`src/rtl/spi_text_tx_pkg.sv`:
```
// Shared types and constants for the SPI text transmitter: FSM states,
// default timing parameters and the character width.
package spi_text_tx_pkg;

  localparam int CHAR_W      = 8;
  localparam int CNT_W       = 8;
  localparam int CLK_DIV_DEF = 4;
  localparam int CS_GAP_DEF  = 2;

  typedef enum logic [2:0] {
    ST_IDLE,
    ST_SETUP,
    ST_SHIFT,
    ST_HOLD,
    ST_GAP
  } state_t;

endpackage

```
`src/rtl/spi_text_tx_clk_div.sv`:
```
// Phase timer: counts 0..i_tc while enabled and flags the terminal count,
// wrapping so that consecutive phases need no extra clear cycle.
module spi_clk_div
  import spi_text_tx_pkg::*;
(
  input  logic             i_clk,
  input  logic             i_rst,
  input  logic             i_en,
  input  logic             i_clr,
  input  logic [CNT_W-1:0] i_tc,
  output logic             o_tick
);

  logic [CNT_W-1:0] r_cnt;

  assign o_tick = i_en && !i_clr && (r_cnt == i_tc);

  always_ff @(posedge i_clk) begin
    if (i_rst || i_clr) begin
      r_cnt <= '0;
    end else if (i_en) begin
      r_cnt <= o_tick ? '0 : r_cnt + 1'b1;
    end
  end

endmodule

```
`src/rtl/spi_text_tx.sv`:
```
// SPI mode-0 byte transmitter: one chip-select frame per accepted byte,
// MSB first, with setup/hold around the SCK burst and a minimum CS gap.
module spi_text_tx
  import spi_text_tx_pkg::*;
#(
  parameter int CLK_DIV = CLK_DIV_DEF,
  parameter int CS_GAP  = CS_GAP_DEF
) (
  input  logic              clk,
  input  logic              rst,
  input  logic [CHAR_W-1:0] tx_data,
  input  logic              tx_valid,
  output logic              tx_ready,
  output logic              spi_sck,
  output logic              spi_mosi,
  output logic              spi_cs_n,
  output logic              tx_done,
  output logic              busy
);

  localparam logic [CNT_W-1:0] TC_HALF = CNT_W'(CLK_DIV - 1);
  localparam logic [CNT_W-1:0] TC_GAP  = CNT_W'(CS_GAP - 1);

  state_t            r_state;
  state_t            w_state_nxt;
  logic [CHAR_W-1:0] r_shift;
  logic [2:0]        r_bit;
  logic              r_sck, r_mosi, r_cs_n, r_done, r_busy, r_ready;
  logic              w_sck_nxt, w_mosi_nxt, w_cs_n_nxt, w_done_nxt;
  logic              w_tick, w_hs, w_fall, w_div_en, w_div_clr;
  logic [CNT_W-1:0]  w_tc;

  assign w_hs      = tx_valid && r_ready;
  assign w_div_en  = (r_state != ST_IDLE);
  assign w_div_clr = (r_state == ST_IDLE);
  assign w_tc      = (r_state == ST_GAP) ? TC_GAP : TC_HALF;
  assign w_fall    = (r_state == ST_SHIFT) && w_tick && r_sck;

  spi_clk_div u_div (
    .i_clk  (clk),
    .i_rst  (rst),
    .i_en   (w_div_en),
    .i_clr  (w_div_clr),
    .i_tc   (w_tc),
    .o_tick (w_tick)
  );

  always_ff @(posedge clk) begin
    if (rst) begin
      r_state <= ST_IDLE;
    end else begin
      r_state <= w_state_nxt;
    end
  end

  // SHIFT always ends on a low phase; bit counter wrapped to 0 marks the 8th fall.
  always_comb begin
    w_state_nxt = r_state;
    case (r_state)
      ST_IDLE:  if (w_hs)   w_state_nxt = ST_SETUP;
      ST_SETUP: if (w_tick) w_state_nxt = ST_SHIFT;
      ST_SHIFT: if (w_tick && !r_sck && (r_bit == 3'd0)) w_state_nxt = ST_HOLD;
      ST_HOLD:  if (w_tick) w_state_nxt = ST_GAP;
      ST_GAP:   if (w_tick) w_state_nxt = ST_IDLE;
      default:  w_state_nxt = ST_IDLE;
    endcase
  end

  always_comb begin
    w_sck_nxt  = 1'b0;
    w_mosi_nxt = 1'b0;
    w_cs_n_nxt = 1'b1;
    w_done_nxt = 1'b0;
    case (w_state_nxt)
      ST_SETUP: begin
        w_cs_n_nxt = 1'b0;
        w_mosi_nxt = (r_state == ST_IDLE) ? tx_data[CHAR_W-1] : r_mosi;
      end
      ST_SHIFT: begin
        w_cs_n_nxt = 1'b0;
        w_sck_nxt  = (r_state == ST_SHIFT) ? (r_sck ^ w_tick) : 1'b1;
        w_mosi_nxt = w_fall ? r_shift[CHAR_W-2] : r_mosi;
      end
      ST_HOLD: begin
        w_cs_n_nxt = 1'b0;
        w_mosi_nxt = r_mosi;
      end
      ST_GAP:  w_done_nxt = (r_state == ST_HOLD);
      default: w_done_nxt = 1'b0;
    endcase
  end

  always_ff @(posedge clk) begin
    if (rst) begin
      r_sck   <= 1'b0;
      r_mosi  <= 1'b0;
      r_cs_n  <= 1'b1;
      r_done  <= 1'b0;
      r_busy  <= 1'b0;
      r_ready <= 1'b0;
    end else begin
      r_sck   <= w_sck_nxt;
      r_mosi  <= w_mosi_nxt;
      r_cs_n  <= w_cs_n_nxt;
      r_done  <= w_done_nxt;
      r_busy  <= (w_state_nxt != ST_IDLE);
      r_ready <= (w_state_nxt == ST_IDLE);
    end
  end

  // The byte register carries data only, so it is never reset.
  always_ff @(posedge clk) begin
    if (w_hs) begin
      r_shift <= tx_data;
    end else if (w_fall) begin
      r_shift <= {r_shift[CHAR_W-2:0], 1'b0};
    end
  end

  always_ff @(posedge clk) begin
    if (rst || (r_state == ST_IDLE)) begin
      r_bit <= '0;
    end else if (w_fall) begin
      r_bit <= r_bit + 1'b1;
    end
  end

  assign tx_ready = r_ready;
  assign spi_sck  = r_sck;
  assign spi_mosi = r_mosi;
  assign spi_cs_n = r_cs_n;
  assign tx_done  = r_done;
  assign busy     = r_busy;

endmodule

```
`config.mk`:
```
export PLATFORM = sky130hd
export DESIGN_NAME = spi_text_tx
export DESIGN_NICKNAME = d
export VERILOG_FILES = /design/src/rtl/spi_text_tx_pkg.sv /design/src/rtl/spi_text_tx_clk_div.sv /design/src/rtl/spi_text_tx.sv
export SDC_FILE = /design/constraint.sdc
export NUM_CORES = 1
export LEC_CHECK = 0
export BUFFER_PORTS_ARGS = -buffer_cell sky130_fd_sc_hd__buf_2
export CAP_MARGIN = 20
export CORE_ASPECT_RATIO = 0.75
export CORE_UTILIZATION = 59
export CTS_CLUSTER_DIAMETER = 40
export DETAILED_ROUTE_END_ITERATION = 8
export GPL_TIMING_DRIVEN = 0
export PLACE_DENSITY_LB_ADDON = 0.3
export SLEW_MARGIN = 20
export SYNTH_ARGS = -nofsm -noshare
export SYNTH_HDL_FRONTEND = slang
export SYNTH_SLANG_ARGS = --single-unit
```
`constraint.sdc`:
```
create_clock -name clk -period 4.1 [get_ports clk]
set_input_delay 1.23 -clock clk [delete_from_list [all_inputs] [get_ports clk]]
set_output_delay 1.23 -clock clk [all_outputs]
set_load 0.01 [all_outputs]
```
# After elaboration in Yosys (flattened, before gate mapping)
# Index checks and enable logic that the tools add are counted.
# totals
reg_bits	27
inputBits	11
out_inout_bits	6
elab_cells	62
# op_classes
add_sub_neg	2
n_eq_ne	11
muxes	15
n_bitwise	4
n_reduce_logical	20
# op_table
op	count
3-bit 2-to-1 mux	5
3-bit case mux with 5 select lines	1
7-bit 2-to-1 mux	2
3-bit by 2-bit == test with 1-bit output (second input constant)	4
3-bit zero test	3
8-bit by 1-bit adder with 8-bit output (second input constant)	1
8-bit by 2-bit == test with 1-bit output	1
8-bit 2-to-1 mux	1
1-bit logical AND	7
3-bit by 1-bit == test with 1-bit output (second input constant)	2
3-bit == test (second input constant)	2
3-bit nonzero test	2
1-bit 2-to-1 mux	4
2-bit OR reduction	2
3-bit by 1-bit adder with 3-bit output (second input constant)	1
1-bit inverter	3
1-bit case mux with 3 select lines	1
3-bit AND reduction	1
3-bit OR reduction	1
1-bit zero test	2
2-bit 2-to-1 mux	1
2-bit by 1-bit != test with 1-bit output (second input constant)	1
2-bit != test (second input constant)	1
2-bit nonzero test	1
other kinds (2)	2

# Longest topological paths before layout
# logic_depth
word_depth	11
depth_mapped	10
ltp_nobuf	9

# By module
# Synthesis repeated with hierarchy kept, for this count alone.
# hier_totals
hier_cells	142
hier_area_um2	1483.9
# by_module_without_submodules
module	n_inst	cells_each	area_per_inst_um2	seq_area_each_um2
spi_text_tx	1	93	1013.5	450.4
spi_clk_div	1	49	470.5	160.2

# Worst setup path after synthesis
# No wires, ideal clock.
# synth_path
kind	in2reg
startpoint	input tx_valid
endpoint	register r_cs_n, in the netlist spi_cs_n
setup_time_ns	0.079
t_arrival_ns	2.049
t_required_ns	4.021
path_slack_ns	1.972
path_stages	5
path_cell_list	nand2_1 nor2_1 nor3_1 nand2_1 o211ai_1
# synth_via
elab_chain_len	6
word_cells_on_any_way	8
classes_between	3 x eq/ne; 3 x mux; 2 x reduce/logical
# synth_lines
item	line_no	rtl
start, declared	spi_text_tx.sv:12	input logic tx_valid,
1-bit logical AND *	spi_text_tx.sv:33	assign w_hs = tx_valid && r_ready;
3-bit 2-to-1 mux *	spi_text_tx.sv:60	ST_IDLE: if (w_hs) w_state_nxt = ST_SETUP;
3-bit case mux with 5 select lines *	spi_text_tx.sv:59	case (r_state)
3-bit by 2-bit == test with 1-bit output / 3-bit by 1-bit == test with 1-bit output (equally long branches)	spi_text_tx.sv:74	case (w_state_nxt)
3-bit OR reduction (no line) *	n/a	
1-bit 2-to-1 mux *	spi_text_tx.sv:74	
end signal, assigned	spi_text_tx.sv:104	r_cs_n <= w_cs_n_nxt;
end, declared	spi_text_tx.sv:28	logic r_sck, r_mosi, r_cs_n, r_done, r_busy, r_ready;
# Every way passes the cells marked *; elsewhere a longest branch is shown, timed or not.
# A chain may end at the register's enable or synchronous reset.

# Worst setup path in the final report
# layout_path
startpoint	register r_state[2]
endpoint	register r_cs_n, in the netlist spi_cs_n
# layout_via
elab_chain_len	11
word_cells_on_any_way	24
classes_between	8 x eq/ne; 8 x mux; 8 x reduce/logical
# layout_lines
item	line_no	rtl
start, declared	spi_text_tx.sv:24	state_t r_state;
start signal, assigned	spi_text_tx.sv:52	r_state <= w_state_nxt;
3-bit == test / 3-bit zero test (equally long branches)	spi_text_tx.sv:36, spi_text_tx.sv:59, spi_text_tx.sv:35	
2-bit 2-to-1 mux / 1-bit zero test (equally long branches)	spi_text_tx.sv:36, spi_text_tx_clk_div.sv:16	
8-bit by 2-bit == test with 1-bit output / 1-bit logical AND (equally long branches)	spi_text_tx_clk_div.sv:16	assign o_tick = i_en && !i_clr && (r_cnt == i_tc);
1-bit logical AND	spi_text_tx_clk_div.sv:16	
1-bit logical AND (2 in a row)	spi_text_tx.sv:62	ST_SHIFT: if (w_tick && !r_sck && (r_bit == 3'd0)) w_state_nxt = ST_HOLD;
3-bit 2-to-1 mux	spi_text_tx.sv:62	
3-bit case mux with 5 select lines *	spi_text_tx.sv:59	
3-bit by 2-bit == test with 1-bit output / 3-bit by 1-bit == test with 1-bit output (equally long branches)	spi_text_tx.sv:74	
3-bit OR reduction (no line) *	n/a	
1-bit 2-to-1 mux *	spi_text_tx.sv:74	
# Marks and branches as above.

==> results.py <==
metrics = {
    "status": {
        "status": "finished, final reports clean",
    },
    "clocking": {
        "cts_max_level": 1,
        "cts-buffers-inserted": 3,
        "clock_path_buffers": 2,
        "cts_tree": "built",
        "cts-resized-gates": 0,
        "clkTransAtPathRegs_ns": 0.16,
        "clock-sinks": 27,
        "hold_buffers": 0,
        "cts_root_buffer": "clkbuf_4",
        "clkLatencyLatePin_ns": 0.34,
        "cts_setup_buffers": 0,
    },
    "global_routing": {
        "grt_max_degree": 17,
        "grt_util_all_layers_pct": 22.51,
        "grt_first_pass_wirelength_um": 4015,
        "first_global_vias": 912,
        "antenna_found_initial": 0,
        "overflow": 0,
    },
    "min_path": {
        "worstHoldPathType": "reg -> reg",
        "min_from": "u_div.r_cnt[0]",
        "holdPathStages": 1,
        "holdPathEnd": "u_div.r_cnt[0]",
    },
    "layout": {
        "final_area_mm2": 0.001411,
        "drive_above_1_share_pct": 21.33,
        "fin_util_pct": 70.06,
        "antenna_cells": 0,
        "area_delta_synth_final_pct": 10.59,
        "layout.nets": 166,
    },
    "synth": {
        "synth_seq_area_share_pct": 47.84,
        "yosys_warnings": 0,
        "ys_ff_latch": 27,
        "syn-num-nets": 146,
        "avgSynthCellArea_um2": 9.742,
        "synth_area_mm2": 0.001276,
        "synth_top_area_cell": "dfxtp_1",
        "synth_area_leaders": "dfxtp_1 (31%), edfxtp_1 (16%), nor2_1 (5.6%), mux2_2 (5.3%), xor2_1 (4.8%)",
        "synthCells": 131,
        "netlist.area_leader.share_pct": 31.37,
        "synth_cell_types": 31,
    },
    "detailed_routing": {
        "wl_per_cell_um": 13.89,
        "totalWireLength_um": 2417,
        "drc": 0,
        "routed_via_density": 5.845,
        "drt_iter0_drc": 31,
        "vias": 1017,
        "firstDrtPassIters": 4,
        "ant_nets": 0,
    },
    "floorplan": {
        "die_x_um": 55.71,
        "dieArea_mm2": 0.002355,
        "core_area_mm2": 0.002014,
        "num_io_pins": 17,
        "rows": 14,
        "die_height_um": 42.28,
        "start_util_pct": 63.35,
    },
    "setup_path": {
        "cpMostUsedCell": "nand2_1",
        "reg2reg_to": "spi_cs_n",
        "worst_ep_required_time_ns": 4.37,
        "cp-end-kind": "register",
        "worst_path_max_delay_cell": "nor3_1",
        "critPathMaxStageDelay_ns": 0.45,
        "cp_cell_sequence": "buf_2, nor3b_2, xor2_1, nand2_1, nor2_1, ha_1, and4b_1, nor3_1, nand2_1, o211ai_1",
        "r2r_cells": 10,
        "path_class": "reg -> reg",
        "cp.arrival_ns": 2.67,
        "worstReg2RegStart": "r_state[2]",
        "start_kind": "register",
        "path_max_fanout": 9,
        "regToRegSetupSlack_ns": 1.71,
    },
    "timing": {
        "fmax_mhz": 417.5,
        "finClkSkew_ns": 0.01733,
        "rsz0062_at_grt": "false",
        "fin_crit_sh_pct": 58.41,
        "fin_tns_setup_ns": 0,
        "setup_viol": 0,
        "maxSlewHeadroom_pct": 65.56,
        "tightest_slew_ns": 0.5126,
        "period_minus_slack_ns": 2.395,
        "drv_slew": 0,
        "finalHoldViolations": 0,
    },
    "place": {
        "io_buffers": 15,
        "hpwl_um": 1858,
        "dpl_cell_area_mm2": 0.001381,
        "place.gp.congestion": 0.8501,
    },
    "power": {
        "power.density_mw_per_mm2": 314.6,
        "power.leakage_nw": 0.5669,
        "peakVddDrop_mv": 0.2848,
    },
    "flow_run": {
        "drv_cap": 0,
    },
}
per-layer routing:
| layer | GRT usage [%] | vias up | wire [um] | share of wire (%) |
|---|---|---|---|---|
| met5 | 0 | - | 0 | 0 |
| li1 | - | 496 | - | - |
| met4 | 10.00 | 0 | 31 | 1.3 |
| met1 | 28.23 | 487 | 1085 | 45 |
| met2 | 35.18 | 30 | 1135 | 47 |
| met3 | 8.025 | 4 | 164 | 6.8 |
synthesized netlist by cell type, drive strengths merged:
cell type,n
nor3,5
xor2,7
nand4,3
and2,2
o21ai,3
inv,4
xnor2,4
or3,1
a31oi,3
ha,4
o21a,2
nor3b,3
nand2,8
nor2,19
nand3,8
and3,5
dfxtp,20
and4b,1
a21oi,3
buf,5
edfxtp,7
o31a,1
o211ai,1
mux2,6
nand2b,4
nor4,1
or4,1
placed cells by master, fill, tap and decap left out:
master       n
dfxtp_1     20
nor2_1      19
buf_2       19
nand2_1      8
nand3_1      8
xor2_1       7
edfxtp_1     7
mux2_2       6
and3_1       5
nor3_1       5
inv_1        4
nand2b_1     4
xnor2_1      4
ha_1         4
a31oi_1      3
a21oi_1      3
clkbuf_4     3
nor3b_1      2
nand4_1      2
and2_1       2
o21a_1       2
o21ai_0      2
nor4_4       1
nor3b_2      1
buf_1        1
or3_1        1
and4b_1      1
o21ai_1      1
nand4_2      1
or4_1        1
o211ai_1     1
o31a_1       1
clkinvlp_4   1
logic make-up after synthesis:
logic type                 Yosys count  synth area share [%]
and+or+nand+nor                     61                 26.08
xor gates and xnor gates            11                 7.549
DFF                                 27                 47.84
adders and majority gates            4                 3.922
buffers and inverters                9                 3.039
AOI/OAI and AO/OA                   13                 6.274
muxes                                6                 5.294
area by class of cell:
cell class	instances	area, um2
Multi-Input combinational cell	95	626.9
Sequential cell	27	610.6
Fill cell	160	603.1
Timing Repair Buffer	15	75.07
Tap cell	24	30.03
Buffer	5	23.77
Clock buffer	3	22.52
Inverter	4	15.01
Clock inverter	1	7.507
sequential cells by signal, indices dropped and copies added (netlist names):
signal / flops
spi_cs_n: 1
tx_done: 1
busy: 1
spi_sck: 1
r_state: 3
tx_ready: 1
r_shift: 7
spi_mosi: 1
u_div.r_cnt: 8
r_bit: 3
worst max path at each step:
stage / start / endpoint / slack [ns] / depth (start not counted)
global route: r_state[2] / spi_cs_n / 1.58 / 10
global placement: tx_valid / spi_cs_n / 1.65 / 6
floorplan: tx_valid / spi_cs_n / 1.97 / 5
detailed placement: tx_valid / spi_cs_n / 1.63 / 6
finish: r_state[2] / spi_cs_n / 1.71 / 10
CTS: r_state[2] / spi_cs_n / 1.74 / 10
critical path: cells and delay by family, from the launching register on:
family | cells | cell delay (ns)
buffers and inverters | 1 | 0.18
adders and majority gates | 1 | 0.19
AOI/OAI and AO/OA | 1 | 0.18
DFF | 1 | 0.34
and+or+nand+nor | 6 | 1.27
xor gates and xnor gates | 1 | 0.18
metrics by stage:
step	hold slack, ns	std cells	power, mW	setup WS (ns)
2_1_floorplan	0.4331	131	0.3169	1.972
3_3_place_gp	0.4609	170	0.3288	1.649
3_5_place_dp	0.4782	170	0.3309	1.634
4_1_cts	0.5115	174	0.4452	1.745
5_1_grt	0.5504	174	0.4581	1.577
6_report	0.5053	174	0.4440	1.705
power by group:
group | internal, mW | total (mW) | switching [mW]
Clock | 0.0374 | 0.118 | 0.0809
Sequential | 0.283 | 0.286 | 0.00321
Combinational | 0.0165 | 0.0397 | 0.0232
Total | 0.337 | 0.444 | 0.107
No activity file was read; power rests on OpenSTA's default activity.
